## src/rtl/vector_writeback_unit_if.sv

```systemverilog
// Bus bundle for the vector write-back unit: execute-side push channel,
// register-file read/write ports and hazard/status outputs.
interface vector_writeback_unit_if #(
  parameter int AW = 3
);
  logic                 flush;
  logic                 stall;
  logic                 in_valid;
  logic                 in_ready;
  logic [AW-1:0]        in_addr;
  logic [31:0]          in_data;
  logic [3:0]           in_mask;
  logic [AW-1:0]        rf_rd_addr;
  logic [31:0]          rf_rd_data;
  logic                 rf_we;
  logic [AW-1:0]        rf_waddr;
  logic [31:0]          rf_wdata;
  logic [(1<<AW)-1:0]   pending;
  logic                 empty;

  modport master (
    output flush, stall, in_valid, in_addr, in_data, in_mask, rf_rd_data,
    input  in_ready, rf_rd_addr, rf_we, rf_waddr, rf_wdata, pending, empty
  );

  modport slave (
    input  flush, stall, in_valid, in_addr, in_data, in_mask, rf_rd_data,
    output in_ready, rf_rd_addr, rf_we, rf_waddr, rf_wdata, pending, empty
  );
endinterface

```

## src/rtl/vector_writeback_unit.sv

```systemverilog
// Vector register-file write-back front end: result FIFO, byte-lane
// read-modify-write merge with same-register bypass, and RAW scoreboard.
module vector_writeback_unit #(
  parameter int DEPTH = 4,
  parameter int AW    = 3
) (
  input  logic                    clk,
  input  logic                    rst,
  vector_writeback_unit_if.slave  bus
);
  localparam int PW   = $clog2(DEPTH);
  localparam int CW   = $clog2(DEPTH + 1);
  localparam int NREG = 1 << AW;

  logic [AW-1:0]  addr_mem [DEPTH];
  logic [31:0]    data_mem [DEPTH];
  logic [3:0]     mask_mem [DEPTH];

  logic [PW-1:0]  head_p0;
  logic [PW-1:0]  tail_p0;
  logic [CW-1:0]  count_p0;

  logic           vld_p1;
  logic [AW-1:0]  waddr_p1;
  logic [31:0]    wdata_p1;

  logic           full;
  logic           push;
  logic           pop;
  logic [AW-1:0]  head_addr;
  logic [31:0]    head_data;
  logic [3:0]     head_mask;
  logic [31:0]    old_word;
  logic [31:0]    merged;
  logic [NREG-1:0] pend;
  logic [PW-1:0]  idx;

  function automatic logic [31:0] merge_lanes(input logic [31:0] new_word,
                                              input logic [31:0] old_w,
                                              input logic [3:0]  lane_en);
    logic [31:0] r;
    r = old_w;
    for (int i = 0; i < 4; i++) begin
      if (lane_en[i]) r[8*i +: 8] = new_word[8*i +: 8];
    end
    return r;
  endfunction

  assign full          = (count_p0 == CW'(DEPTH));
  assign bus.in_ready  = !full;
  assign push          = bus.in_valid && !full && !bus.flush;
  assign pop           = (count_p0 != '0) && !bus.stall && !bus.flush;

  assign head_addr      = addr_mem[head_p0];
  assign head_data      = data_mem[head_p0];
  assign head_mask      = mask_mem[head_p0];
  assign bus.rf_rd_addr = head_addr;

  // The previous write may not have committed yet, so it overrides the RF read.
  assign old_word = (vld_p1 && (waddr_p1 == head_addr)) ? wdata_p1 : bus.rf_rd_data;
  assign merged   = merge_lanes(head_data, old_word, head_mask);

  // ---- stage p0: FIFO storage and pointers ----
  always_ff @(posedge clk) begin
    if (push) begin
      addr_mem[tail_p0] <= bus.in_addr;
      data_mem[tail_p0] <= bus.in_data;
      mask_mem[tail_p0] <= bus.in_mask;
    end
  end

  always_ff @(posedge clk or posedge rst) begin
    if (rst) begin
      head_p0  <= '0;
      tail_p0  <= '0;
      count_p0 <= '0;
    end else if (bus.flush) begin
      head_p0  <= '0;
      tail_p0  <= '0;
      count_p0 <= '0;
    end else begin
      if (push) tail_p0 <= tail_p0 + 1'b1;
      if (pop)  head_p0 <= head_p0 + 1'b1;
      case ({push, pop})
        2'b10:   count_p0 <= count_p0 + 1'b1;
        2'b01:   count_p0 <= count_p0 - 1'b1;
        default: count_p0 <= count_p0;
      endcase
    end
  end

  // ---- stage p1: registered write port ----
  always_ff @(posedge clk or posedge rst) begin
    if (rst) begin
      vld_p1   <= 1'b0;
      waddr_p1 <= '0;
      wdata_p1 <= '0;
    end else if (pop && (head_mask != 4'b0000)) begin
      vld_p1   <= 1'b1;
      waddr_p1 <= head_addr;
      wdata_p1 <= merged;
    end else begin
      vld_p1   <= 1'b0;
    end
  end

  assign bus.rf_we    = vld_p1;
  assign bus.rf_waddr = waddr_p1;
  assign bus.rf_wdata = wdata_p1;

  // Zero-mask entries never write, so they never block issue.
  always_comb begin
    pend = '0;
    idx  = '0;
    for (int i = 0; i < DEPTH; i++) begin
      idx = head_p0 + PW'(i);
      if ((CW'(i) < count_p0) && (mask_mem[idx] != 4'b0000)) pend[addr_mem[idx]] = 1'b1;
    end
    if (vld_p1) pend[waddr_p1] = 1'b1;
  end

  assign bus.pending = pend;
  assign bus.empty   = (count_p0 == '0) && !vld_p1;

endmodule

```

## src/flat_wrapper.sv

```systemverilog
// flat-port wrapper written by rule: the top's interface ports become plain ports
module vector_writeback_unit_flat 
#(
  parameter int DEPTH = 4,
  parameter int AW    = 3
)
  (clk, rst, bus_flush, bus_stall, bus_in_valid, bus_in_addr, bus_in_data, bus_in_mask, bus_rf_rd_data, bus_in_ready, bus_rf_rd_addr, bus_rf_we, bus_rf_waddr, bus_rf_wdata, bus_pending, bus_empty);
  vector_writeback_unit_if #(.AW(AW)) bus_i ();
  input  logic clk;
  input  logic rst;
  input wire logic [$bits(bus_i.flush)-1:0] bus_flush;
  input wire logic [$bits(bus_i.stall)-1:0] bus_stall;
  input wire logic [$bits(bus_i.in_valid)-1:0] bus_in_valid;
  input wire logic [$bits(bus_i.in_addr)-1:0] bus_in_addr;
  input wire logic [$bits(bus_i.in_data)-1:0] bus_in_data;
  input wire logic [$bits(bus_i.in_mask)-1:0] bus_in_mask;
  input wire logic [$bits(bus_i.rf_rd_data)-1:0] bus_rf_rd_data;
  output wire logic [$bits(bus_i.in_ready)-1:0] bus_in_ready;
  output wire logic [$bits(bus_i.rf_rd_addr)-1:0] bus_rf_rd_addr;
  output wire logic [$bits(bus_i.rf_we)-1:0] bus_rf_we;
  output wire logic [$bits(bus_i.rf_waddr)-1:0] bus_rf_waddr;
  output wire logic [$bits(bus_i.rf_wdata)-1:0] bus_rf_wdata;
  output wire logic [$bits(bus_i.pending)-1:0] bus_pending;
  output wire logic [$bits(bus_i.empty)-1:0] bus_empty;
  assign bus_i.flush = bus_flush;
  assign bus_i.stall = bus_stall;
  assign bus_i.in_valid = bus_in_valid;
  assign bus_i.in_addr = bus_in_addr;
  assign bus_i.in_data = bus_in_data;
  assign bus_i.in_mask = bus_in_mask;
  assign bus_i.rf_rd_data = bus_rf_rd_data;
  assign bus_in_ready = bus_i.in_ready;
  assign bus_rf_rd_addr = bus_i.rf_rd_addr;
  assign bus_rf_we = bus_i.rf_we;
  assign bus_rf_waddr = bus_i.rf_waddr;
  assign bus_rf_wdata = bus_i.rf_wdata;
  assign bus_pending = bus_i.pending;
  assign bus_empty = bus_i.empty;
  vector_writeback_unit #(.DEPTH(DEPTH), .AW(AW)) u_core (.clk(clk), .rst(rst), .bus(bus_i));
endmodule
```

## config.mk

```make
export PLATFORM = sky130hd
export DESIGN_NAME = vector_writeback_unit_flat
export DESIGN_NICKNAME = d
export VERILOG_FILES = /design/src/rtl/vector_writeback_unit_if.sv /design/src/rtl/vector_writeback_unit.sv /design/src/flat_wrapper.sv
export SDC_FILE = /design/constraint.sdc
export NUM_CORES = 1
export LEC_CHECK = 0
export ABC_AREA = 1
export CORE_AREA = 2 2 180 182
export CTS_BUF_LIST = sky130_fd_sc_hd__clkbuf_8
export CTS_CLUSTER_SIZE = 40
export DETAILED_ROUTE_END_ITERATION = 10
export DIE_AREA = 0 0 182 184
export PLACE_DENSITY = 0.47
export SLEW_MARGIN = 0
export SYNTH_ARGS = -nofsm -noshare
export SYNTH_HDL_FRONTEND = slang
export SYNTH_SLANG_ARGS = --single-unit
```

## constraint.sdc

```tcl
create_clock -name clk -period 3.8 [get_ports clk]
set_input_delay 0.95 -clock clk [delete_from_list [all_inputs] [get_ports clk]]
set_output_delay 0.95 -clock clk [all_outputs]
set_load 0.005 [all_outputs]
```

== After elaboration in Yosys (flattened, before gate mapping) ==
Memory sizes are Yosys's and may differ from the RTL's.
Cells that the tools add are included.
Operators by class
  add/subtract/negate cells: 6
  $mul: 0
  divide/modulo/power cells: 0
  magnitude comparators: 14
  eq/ne operators: 8
  shifts and indexed selects: 0
  multiplexer cells: 29
  bitwise operators: 4
  reduce and logical (&&, ||, !) cells: 33
Operators by type and width (number)
  2-to-1 mux 8 bit: 9
  2-to-1 mux 32 bit: 1
  bitwise OR 8 bit: 4
  less-than comparator 3 x 4 -> 1 bit, second input constant: 5
  logical AND 1 bit: 16
  nonzero test 4 bit: 4
  demux 1 bit (select 3 bit): 5
  greater-or-equal comparator 3 x 1 -> 1 bit, second input constant: 5
  2-to-1 mux 1 bit: 8
  2-to-1 mux 2 bit: 4
  != test 2 bit, second input constant: 4
  AND reduction 2 bit: 4
  less-than comparator 1 x 3 -> 1 bit, first input constant: 2
  less-than comparator 2 x 3 -> 1 bit, first input constant: 2
  one-hot mux 3 bit (2 select lines): 1
  nonzero test 3 bit: 2
  adder 2 x 1 -> 2 bit, second input constant: 2
  adder 2 bit, second input constant: 2
  logical NOT 1 bit: 4
  nonzero test 2 bit: 2
  adder 3 x 1 -> 3 bit, second input constant: 1
  == test 3 bit: 1
  == test 3 bit, second input constant: 1
  logical NOT 3 bit: 1
  other kinds (4): 4
Word-level totals
  bits in registers: 43
  bits in latches: 0
  bits in writable memories: 156
  bits in read-only memories: 0
  input bits: 76
  output and inout bits: 49
  logic and storage cells: 106
  memories: 3
Memories
  u_core.data_mem: words 4, bits a word 32, rd ports 1, clocked after Yosys merged registers in 0, write ports 1, RTL line vector_writeback_unit.sv:16  | logic [31:0] data_mem [DEPTH];
  u_core.mask_mem: words 4, bits a word 4, rd ports 4, clocked after Yosys merged registers in 0, write ports 1, RTL line vector_writeback_unit.sv:17  | logic [3:0] mask_mem [DEPTH];
  u_core.addr_mem: words 4, bits a word 3, rd ports 4, clocked after Yosys merged registers in 0, write ports 1, RTL line vector_writeback_unit.sv:15  | logic [AW-1:0] addr_mem [DEPTH];

== Logic depth before layout (Yosys ltp) ==
Gate-level depths: netlist of the first run.
An unclocked memory read counts as a cell.
  depth after elaboration: 14
  depth in mapped cells: 14
  depth with buffers taken out: 12

== Least setup slack after synthesis of the first run ==
OpenSTA, ideal clock, no wires.
  kind: input-to-reg
  from: in bus_in_valid
  to: mem u_core.addr_mem[0][0], enable pin
  setup time: 0.435 ns
  data arrival time: 2.974 ns
  required time: 3.365 ns
  slack: 0.390 ns
  cell stages on the path: 4
  path buffers: 0
  path through: nand2_1 nor2_1 inv_1 nor2_1
Between the ends
  word-level cells in the longest chain between the ends: 4
RTL lines
  start: declaration: RTL line flat_wrapper.sv:13  | input wire logic [$bits(bus_i.in_valid)-1:0] bus_in_valid;
  logical AND 1 bit (2 in a row): RTL line vector_writeback_unit.sv:51  | assign push = bus.in_valid && !full && !bus.flush;
  2-to-1 mux 1 bit: RTL line vector_writeback_unit.sv:65  | if (push) begin
  2-to-1 mux 1 bit (implied by the code): RTL line vector_writeback_unit.sv:66  | addr_mem[tail_p0] <= bus.in_addr;
  end: declaration: RTL line vector_writeback_unit.sv:15
No other way between the ends.

== Worst setup path in the final report of the first run ==
  from: reg u_core.head_p0[0]
  to: out bus_pending[1]
Between the ends
  word-level cells in the longest chain between the ends: 14
  elaborated cells between the ends (all ways): 42
  classes of those cells: add/sub: 3; order compare: 8; mux: 13; bitwise: 4; reduce/logical: 12; memory: 2
RTL lines
  start: declaration: RTL line vector_writeback_unit.sv:19  | logic [PW-1:0] head_p0;
  start signal: assignment: RTL line vector_writeback_unit.sv:83  | if (pop) head_p0 <= head_p0 + 1'b1;
  adder 2 x 1 -> 2 bit / memory read (4 x 3 bit) (equally long branches)
  memory read (4 x 3 bit) (tied with other cells)
  less-than comparator 3 x 4 -> 1 bit (implied by the code) (tied with other cells): RTL line vector_writeback_unit.sv:117  | if ((CW'(i) < count_p0) && (mask_mem[idx] != 4'b0000)) pend[addr_mem[idx]] = 1'b1;
  logical AND 1 bit (implied by the code) / 2-to-1 mux 1 bit (equally long branches): RTL line vector_writeback_unit.sv:117
  2-to-1 mux 1 bit (implied by the code) / demux 1 bit (select 3 bit) (equally long branches)
  demux 1 bit (select 3 bit) / 2-to-1 mux 8 bit (equally long branches)
  bitwise OR 8 bit (no line)
  2-to-1 mux 8 bit: RTL line vector_writeback_unit.sv:117
  bitwise OR 8 bit (no line)
  2-to-1 mux 8 bit: RTL line vector_writeback_unit.sv:117
  bitwise OR 8 bit (no line)
  2-to-1 mux 8 bit (*): RTL line vector_writeback_unit.sv:117
  bitwise OR 8 bit (no line)
  2-to-1 mux 8 bit (*): RTL line vector_writeback_unit.sv:119  | if (vld_p1) pend[waddr_p1] = 1'b1;
  end: declaration: RTL line flat_wrapper.sv:23  | output wire logic [$bits(bus_i.pending)-1:0] bus_pending;
Mark *: on every way between the ends. The rest lies on a longest branch, timed or not.

==> results of run 1 <==
-- how the worst max path moves through the flow --
| stage | start | to | slack, ns | cells after the start |
|---|---|---|---|---|
| after detailed placement | u_core.head_p0[0] | bus_pending[7] | 0.42 | 12 |
| after floorplan | bus_in_valid | u_core.addr_mem[0][0] | 0.39 | 4 |
| after global routing | u_core.count_p0[1] | bus_pending[5] | 0.001 | 10 |
| final | u_core.head_p0[0] | bus_pending[1] | 0.22 | 13 |
| after CTS | u_core.head_p0[0] | bus_pending[7] | 0.07 | 12 |
| after global placement | u_core.head_p0[0] | bus_pending[7] | 0.46 | 12 |
-- repair_timing --
action                                 in CTS  in global routing
setup endpoints to repair                   8                  8
endpoints found under the hold margin       0                  0
buffers inserted                            0                  5
gates cloned                                0                  0
resized for setup                           1                  5
-- area by class of cell --
class | instances | share of cell area (%)
repair buffers | 146 | 12.7
inverters | 58 | 2.02
flip-flops and latches | 199 | 49.4
well taps | 402 | 4.31
clock inverters | 13 | 1.67
clock buffers | 19 | 2.24
multi-input cells | 684 | 27.5
diodes | 2 | 0.0429
-- layer usage --
| metal | track usage [%] | share of wire (%) | vias to the layer above |
|---|---|---|---|
| li1 | - | - | 3493 |
| met3 | 3.23 | 3.7 | 14 |
| met5 | 0 | 0 | - |
| met2 | 26.2 | 48 | 144 |
| met1 | 20.1 | 47 | 3290 |
| met4 | 3.81 | 0.95 | 0 |
-- power groups by stage --
stage,Sequential [mW],Combinational [mW],Clock [mW]
6_report,2.78,2.67,1.52
5_1_grt,2.82,3.01,1.65
4_1_cts,2.79,2.66,1.56
3_5_place_dp,2.83,2.65,0
3_3_place_gp,2.83,2.64,0
2_1_floorplan,2.80,1.62,0
-- cell families (layout without fill, tap and decap cells) --
group | Yosys count | after routing | share of synthesized area (%)
and+or+nand+nor | 647 | 647 | 30.9
DFF | 199 | 199 | 61.3
other | 0 | 2 | 0
adders and majority gates | 8 | 8 | 1.07
buffers and inverters | 88 | 236 | 4.93
AOI/OAI and AO/OA | 29 | 29 | 1.84
-- sequential cells by signal, indices dropped and copies added (netlist names) --
| register | cells |
|---|---|
| u_core.addr_mem | 12 |
| u_core.head_p0 | 2 |
| u_core.bus.rf_wdata | 32 |
| u_core.mask_mem | 16 |
| u_core.data_mem | 128 |
| u_core.bus.rf_waddr | 3 |
| u_core.tail_p0 | 2 |
| u_core.bus.rf_we | 1 |
| u_core.count_p0 | 3 |
-- critical path: cells and delay by family (launching register included) --
family	cells	cell delay (ns)
flops	1	0.50
buf+inv	4	0.86
simple gates	9	0.81
-- per-stage QoR --
step,setup WS (ns),power [mW],instance area [um^2]
after global placement,0.461,5.47,11100
after CTS,0.0723,7.00,11600
after floorplan,0.390,4.42,9400
after global routing,0.00120,7.47,11700
after detailed placement,0.419,5.48,11100
final,0.215,6.96,11700
-- synth_stat cells (2+ instances only) --
cell type	number
nand3_4	4
nor2_8	2
buf_4	3
nor2_1	48
nand4_1	43
nand2_4	11
nand2_2	10
nor3_1	5
inv_2	4
buf_2	16
inv_1	51
nand3b_1	5
nand2_1	447
nand2_8	2
dfrtp_1	43
buf_6	10
ha_1	8
o21ai_0	11
edfxtp_1	156
o21ai_1	10
nand3_2	3
o21ai_2	2
nand3_1	65
a21oi_1	2
==> results.json, run 1 <==
{
  "routedWlPerCell_um": 16.5,
  "period_share_pct": 94.3,
  "ys_top_cells_by_area": "edfxtp_1 (50%), nand2_1 (18%), dfrtp_1 (11%)",
  "via_per_inst": 4.56,
  "num_io_pins": 125,
  "cp_common_cell": "nand2_1",
  "synth-async-reset-ratio_pct": 21.6,
  "hold_path_class": "reg2reg",
  "die_y_um": 184,
  "routabilityCongestion": 0.854,
  "postRouteAntennaNets": 0,
  "instances_no_fill": 1523,
  "firstDrtPassIters": 5,
  "layout.area.seq_um2": 5760,
  "pwr-share-clk_pct": 21.8,
  "cpPeakStageDelay_ns": 0.50,
  "htree_levels": 4,
  "crit-reg2reg-launch": "u_core.count_p0[0]",
  "coreArea_um2": 31400,
  "intPower_mw": 4.45,
  "vias": 6941,
  "seq_area_frac_synth_pct": 61.3,
  "dpl.cell_count": 1484,
  "antenna_found_initial": 2,
  "drv_slew": 0,
  "sw_frac_of_total_pct": 36.1,
  "grt_pass1_wl_mm": 38.9,
  "fin_hold_ws_ns": 0.480,
  "drt-initial-drc-count": 422,
  "hpwl_mm": 17.0,
  "pwr-share-comb_pct": 38.3,
  "power.switching_mw": 2.51,
  "fillCellCount": 3155,
  "setup.worst_path.end_class": "primary output",
  "slew_headroom_pct": 38.4,
  "ys.flop_type": "edfxtp_1",
  "start_util_pct": 29.9,
  "r2r_slack_ns": 1.44,
  "die_x_um": 182,
  "syn_area_per_cell_um2": 9.68,
  "ys_ff_latch": 199,
  "multi_input_area_um2": 3210,
  "cp_max_fo": 9,
  "layout_common_cells": "nand2_1 (447), edfxtp_1 (156), clkdlybuf4s50_1 (124)",
  "cp_data_required_time_ns": 2.85,
  "layout-drive-gt1-share_pct": 9.38,
  "setup_tns_ns": 0,
  "critPathKind": "reg2out",
  "yosys.area.top_type_share_pct": 49.9,
  "nets": 1190,
  "fp-row-count": 65,
  "cp_slowest_cell": "dfrtp_2",
  "worstMarginPinSlew_ns": 0.924,
  "cp-start-kind": "flip-flop",
  "fin_util_pct": 37.1,
  "setup_viol": 0,
  "drc": 0,
  "wirelength_mm": 25.1,
  "grt_usage_pct": 15.4,
  "cts_hold_buf": 0,
  "cts_buffers": 17,
  "p_seq_share_pct": 39.9,
  "ir_worst_vdd_uv": 225,
  "status": "finished, final reports clean",
  "synth.distinct_cells": 34,
  "hold_violations": 0,
  "cp_cell_sequence": "buf_12 -> buf_4 -> nand2_1 -> nand3_1 -> nand2_1 -> nand2_1 -> inv_1 -> nand2_8 -> nand3_1 -> nand2_1 -> nor2_1 -> nand2_1 -> clkdlybuf4s50_1",
  "ys_warn_count": 0,
  "layout_min_cycle_time_ns": 3.58,
  "synth-edff-count": 156,
  "synth_fp_nets": 1055,
  "power_density_nw_per_um2": 597,
  "whs_endpoint": "u_core.bus.rf_wdata[18]",
  "cts-root-buf": "clkbuf_8",
  "rr_worst_depth": 9,
  "holdPathStages": 2,
  "io_buffers": 124,
  "grt-ovfl-total": 0,
  "fin_skew_ns": 0.0168,
  "grt_max_degree": 44,
  "synth_area_um2": 9400,
  "grt_pass1_vias": 6936,
  "clock_latency_ns": 0.47,
  "crit_arrival_ns": 2.63,
  "syn_to_final_growth_pct": 24.1,
  "maxCapViolCount": 0,
  "r2r_end": "u_core.data_mem[0][22]",
  "fmax_ghz": 0.279,
  "yosys.area.top_type": "edfxtp_1",
  "die-area_um2": 33500,
  "cts_tree": "done",
  "rsz0062_at_grt": "no",
  "p_leak_nw": 4.76,
  "cts_buffer_depth": 2,
  "final_common_cell": "nand2_1",
  "synthCells": 971,
  "clkTransAtPathRegs_ns": 0.10,
  "cts.sink_count": 199,
  "worstHoldStart": "u_core.bus.rf_wdata[18]"
}
(Power assumes the default switching activity.)
==> run 2, diff against run 1 <==
CTS_BUF_LIST = not set   (was sky130_fd_sc_hd__clkbuf_8)
==> run 2 against run 1 <==
Maximum frequency increased by 0.53%. Count of clock-buffer cells in the layout up 1. Setup slack improved by 0.019 ns. First-iteration DRC count shrank 8.3%. Clock power rose by 30%. Flip-flop and latch count is the same. Highest routed layer unchanged.
==> results.json, run 2 (synthesis gave the netlist of run 1 again) <==
{
  "status": "finished, final reports clean",
  "largest_register": "u_core.data_mem",
  "cts-root-buf": "clkbuf_16",
  "pwr-share-comb_pct": 35.8,
  "gr-max-usage-layer": "met2",
  "cp_data_required_time_ns": 2.85,
  "intPower_mw": 4.83,
  "pwr-share-clk_pct": 26.6,
  "fp-row-count": 65,
  "grt_max_degree": 44,
  "grt_usage_pct": 15.5,
  "die_x_um": 182,
  "drv_slew": 0,
  "io_buffers": 124,
  "cp_common_cell": "nand2_1",
  "coreArea_um2": 31400,
  "power_density_nw_per_um2": 625,
  "grt_pass1_vias": 6956,
  "totalPowerFinal_mw": 7.40,
  "cts_hold_buf": 0,
  "critPathKind": "reg2out",
  "routedWlPerCell_um": 16.6,
  "vias": 7017,
  "layout.area.seq_um2": 5760,
  "die_y_um": 184,
  "setup_tns_ns": 0,
  "routabilityCongestion": 0.854,
  "grt_pass1_wl_mm": 39.1,
  "grt-ovfl-total": 0,
  "use_met2_pct": 26.1,
  "clock_latency_ns": 0.44,
  "postRouteAntennaNets": 0,
  "sw_frac_of_total_pct": 34.8,
  "fillCellCount": 3130,
  "ir_worst_vdd_uv": 302,
  "grt_use_met1_pct": 20.4,
  "firstDrtPassIters": 5,
  "nets": 1189,
  "layout_common_cells": "nand2_1 (447), edfxtp_1 (156), clkdlybuf4s50_1 (124)",
  "drc": 0,
  "cts_tree": "done",
  "num_io_pins": 125,
  "p_leak_nw": 4.83,
  "use_met3_pct": 3.11,
  "maxCapViolCount": 0,
  "htree_levels": 4,
  "via_per_inst": 4.61,
  "antenna_found_initial": 2,
  "cts.sink_count": 199,
  "p_seq_share_pct": 37.6,
  "cp_slowest_cell": "dfrtp_4",
  "layout_min_cycle_time_ns": 3.57,
  "crit_arrival_ns": 2.62,
  "die-area_um2": 33500,
  "drt-initial-drc-count": 387,
  "multi_input_area_um2": 3210,
  "syn_to_final_growth_pct": 25.9,
  "wirelength_mm": 25.2,
  "setup.worst_path.end_class": "primary output",
  "fin_util_pct": 37.7,
  "final_common_cell": "nand2_1",
  "period_share_pct": 93.8,
  "cp_max_fo": 23,
  "slew_headroom_pct": 38.6,
  "cpPeakStageDelay_ns": 0.55,
  "cp_cell_sequence": "buf_6 -> nand2_1 -> nand3_1 -> nand2_2 -> inv_1 -> nor2_1 -> nand3_1 -> nand2_1 -> nor2_1 -> nand2_1 -> clkdlybuf4s50_1",
  "hold_path_class": "reg2reg",
  "hold_violations": 0,
  "fmax_ghz": 0.280,
  "fin_skew_ns": 0.0113,
  "clkTransAtPathRegs_ns": 0.07,
  "start_util_pct": 29.9,
  "layout-drive-gt1-share_pct": 9.30,
  "largest_reg_flops": 128,
  "cts_buffer_depth": 2,
  "hpwl_mm": 17.0,
  "worstMarginPinSlew_ns": 0.920,
  "cp-start-kind": "flip-flop",
  "rsz0062_at_grt": "no",
  "power.switching_mw": 2.57,
  "setup_viol": 0,
  "cts_buffers": 17
}
run 2: cell count changes in the layout (fill, tap and decap cells not counted):
cell / change
inv_1: -1
buf_12: -1
o21ai_1: -1
clkbuf_16: +17
clkbuf_8: -17
dfrtp_4: +1
clkbuf_1: +1
dfrtp_2: -1
o21ai_0: +1
run 2: path summary, 6_finish.rpt:
| kind | start | cells after the start | endpoint | slack (ns) |
|---|---|---|---|---|
| max in group asynchronous | rst | 3 | u_core.head_p0[0] | 2.27 |
| setup reg to reg | u_core.head_p0[0] | 10 | u_core.bus.rf_wdata[9] | 1.42 |
| hold reg to reg | u_core.bus.rf_wdata[18] | 2 | u_core.bus.rf_wdata[18] | 0.47 |
| hold / removal | u_core.bus.rf_wdata[18] | 2 | u_core.bus.rf_wdata[18] | 0.47 |
| min in group asynchronous | rst | 3 | u_core.bus.rf_wdata[9] | 1.02 |
| setup / recovery | u_core.head_p0[0] | 11 | bus_pending[0] | 0.23 |
run 2: final cells by class:
| class | instances | share of cell area (%) |
|---|---|---|
| tap | 402 | 4.25 |
| timing repair buffer | 145 | 12.4 |
| clock buffer | 20 | 3.86 |
| multi-input combinational | 684 | 27.1 |
| inverter | 58 | 1.99 |
| antenna | 2 | 0.0423 |
| clock inverter | 12 | 1.62 |
| sequential | 199 | 48.7 |
run 2: through the flow:
stage	worst slack, ns	cell area, um^2	instances	hold slack [ns]
2_1_floorplan	0.390	9400	971	0.455
3_3_place_gp	0.461	11100	1484	0.461
3_5_place_dp	0.419	11100	1484	0.461
4_1_cts	0.124	11800	1516	0.479
5_1_grt	0.0249	11800	1520	0.493
6_report	0.234	11800	1522	0.473
run 2: per-layer routing:
metal	vias to the layer above	part of all wire (%)
met3	24	3.7
met5	-	0
met1	3356	47
met4	0	1.3
li1	3491	-
met2	146	48
run 2: power groups by stage:
stage	logic (mW)	clock network, mW	registers [mW]
after floorplan	1.62	0	2.80
after global placement	2.64	0	2.83
after detailed placement	2.65	0	2.83
after CTS	2.66	2.01	2.79
after global routing	2.99	2.10	2.82
final	2.65	1.97	2.78
run 2: what timing repair did:
item / in CTS / in global routing
gates resized for setup: 1 / 5
pin swaps: 0 / 0
buffers inserted: 0 / 4
endpoints found under the hold margin: 0 / 0
endpoints found under the setup margin: 6 / 8
run 2: worst max-delay path: cells and delay by family (launching register included):
family                 cells  cell delay (ns)
flip-flops                 1             0.55
buffers and inverters      3             0.81
AND/OR/NAND/NOR            8             0.82
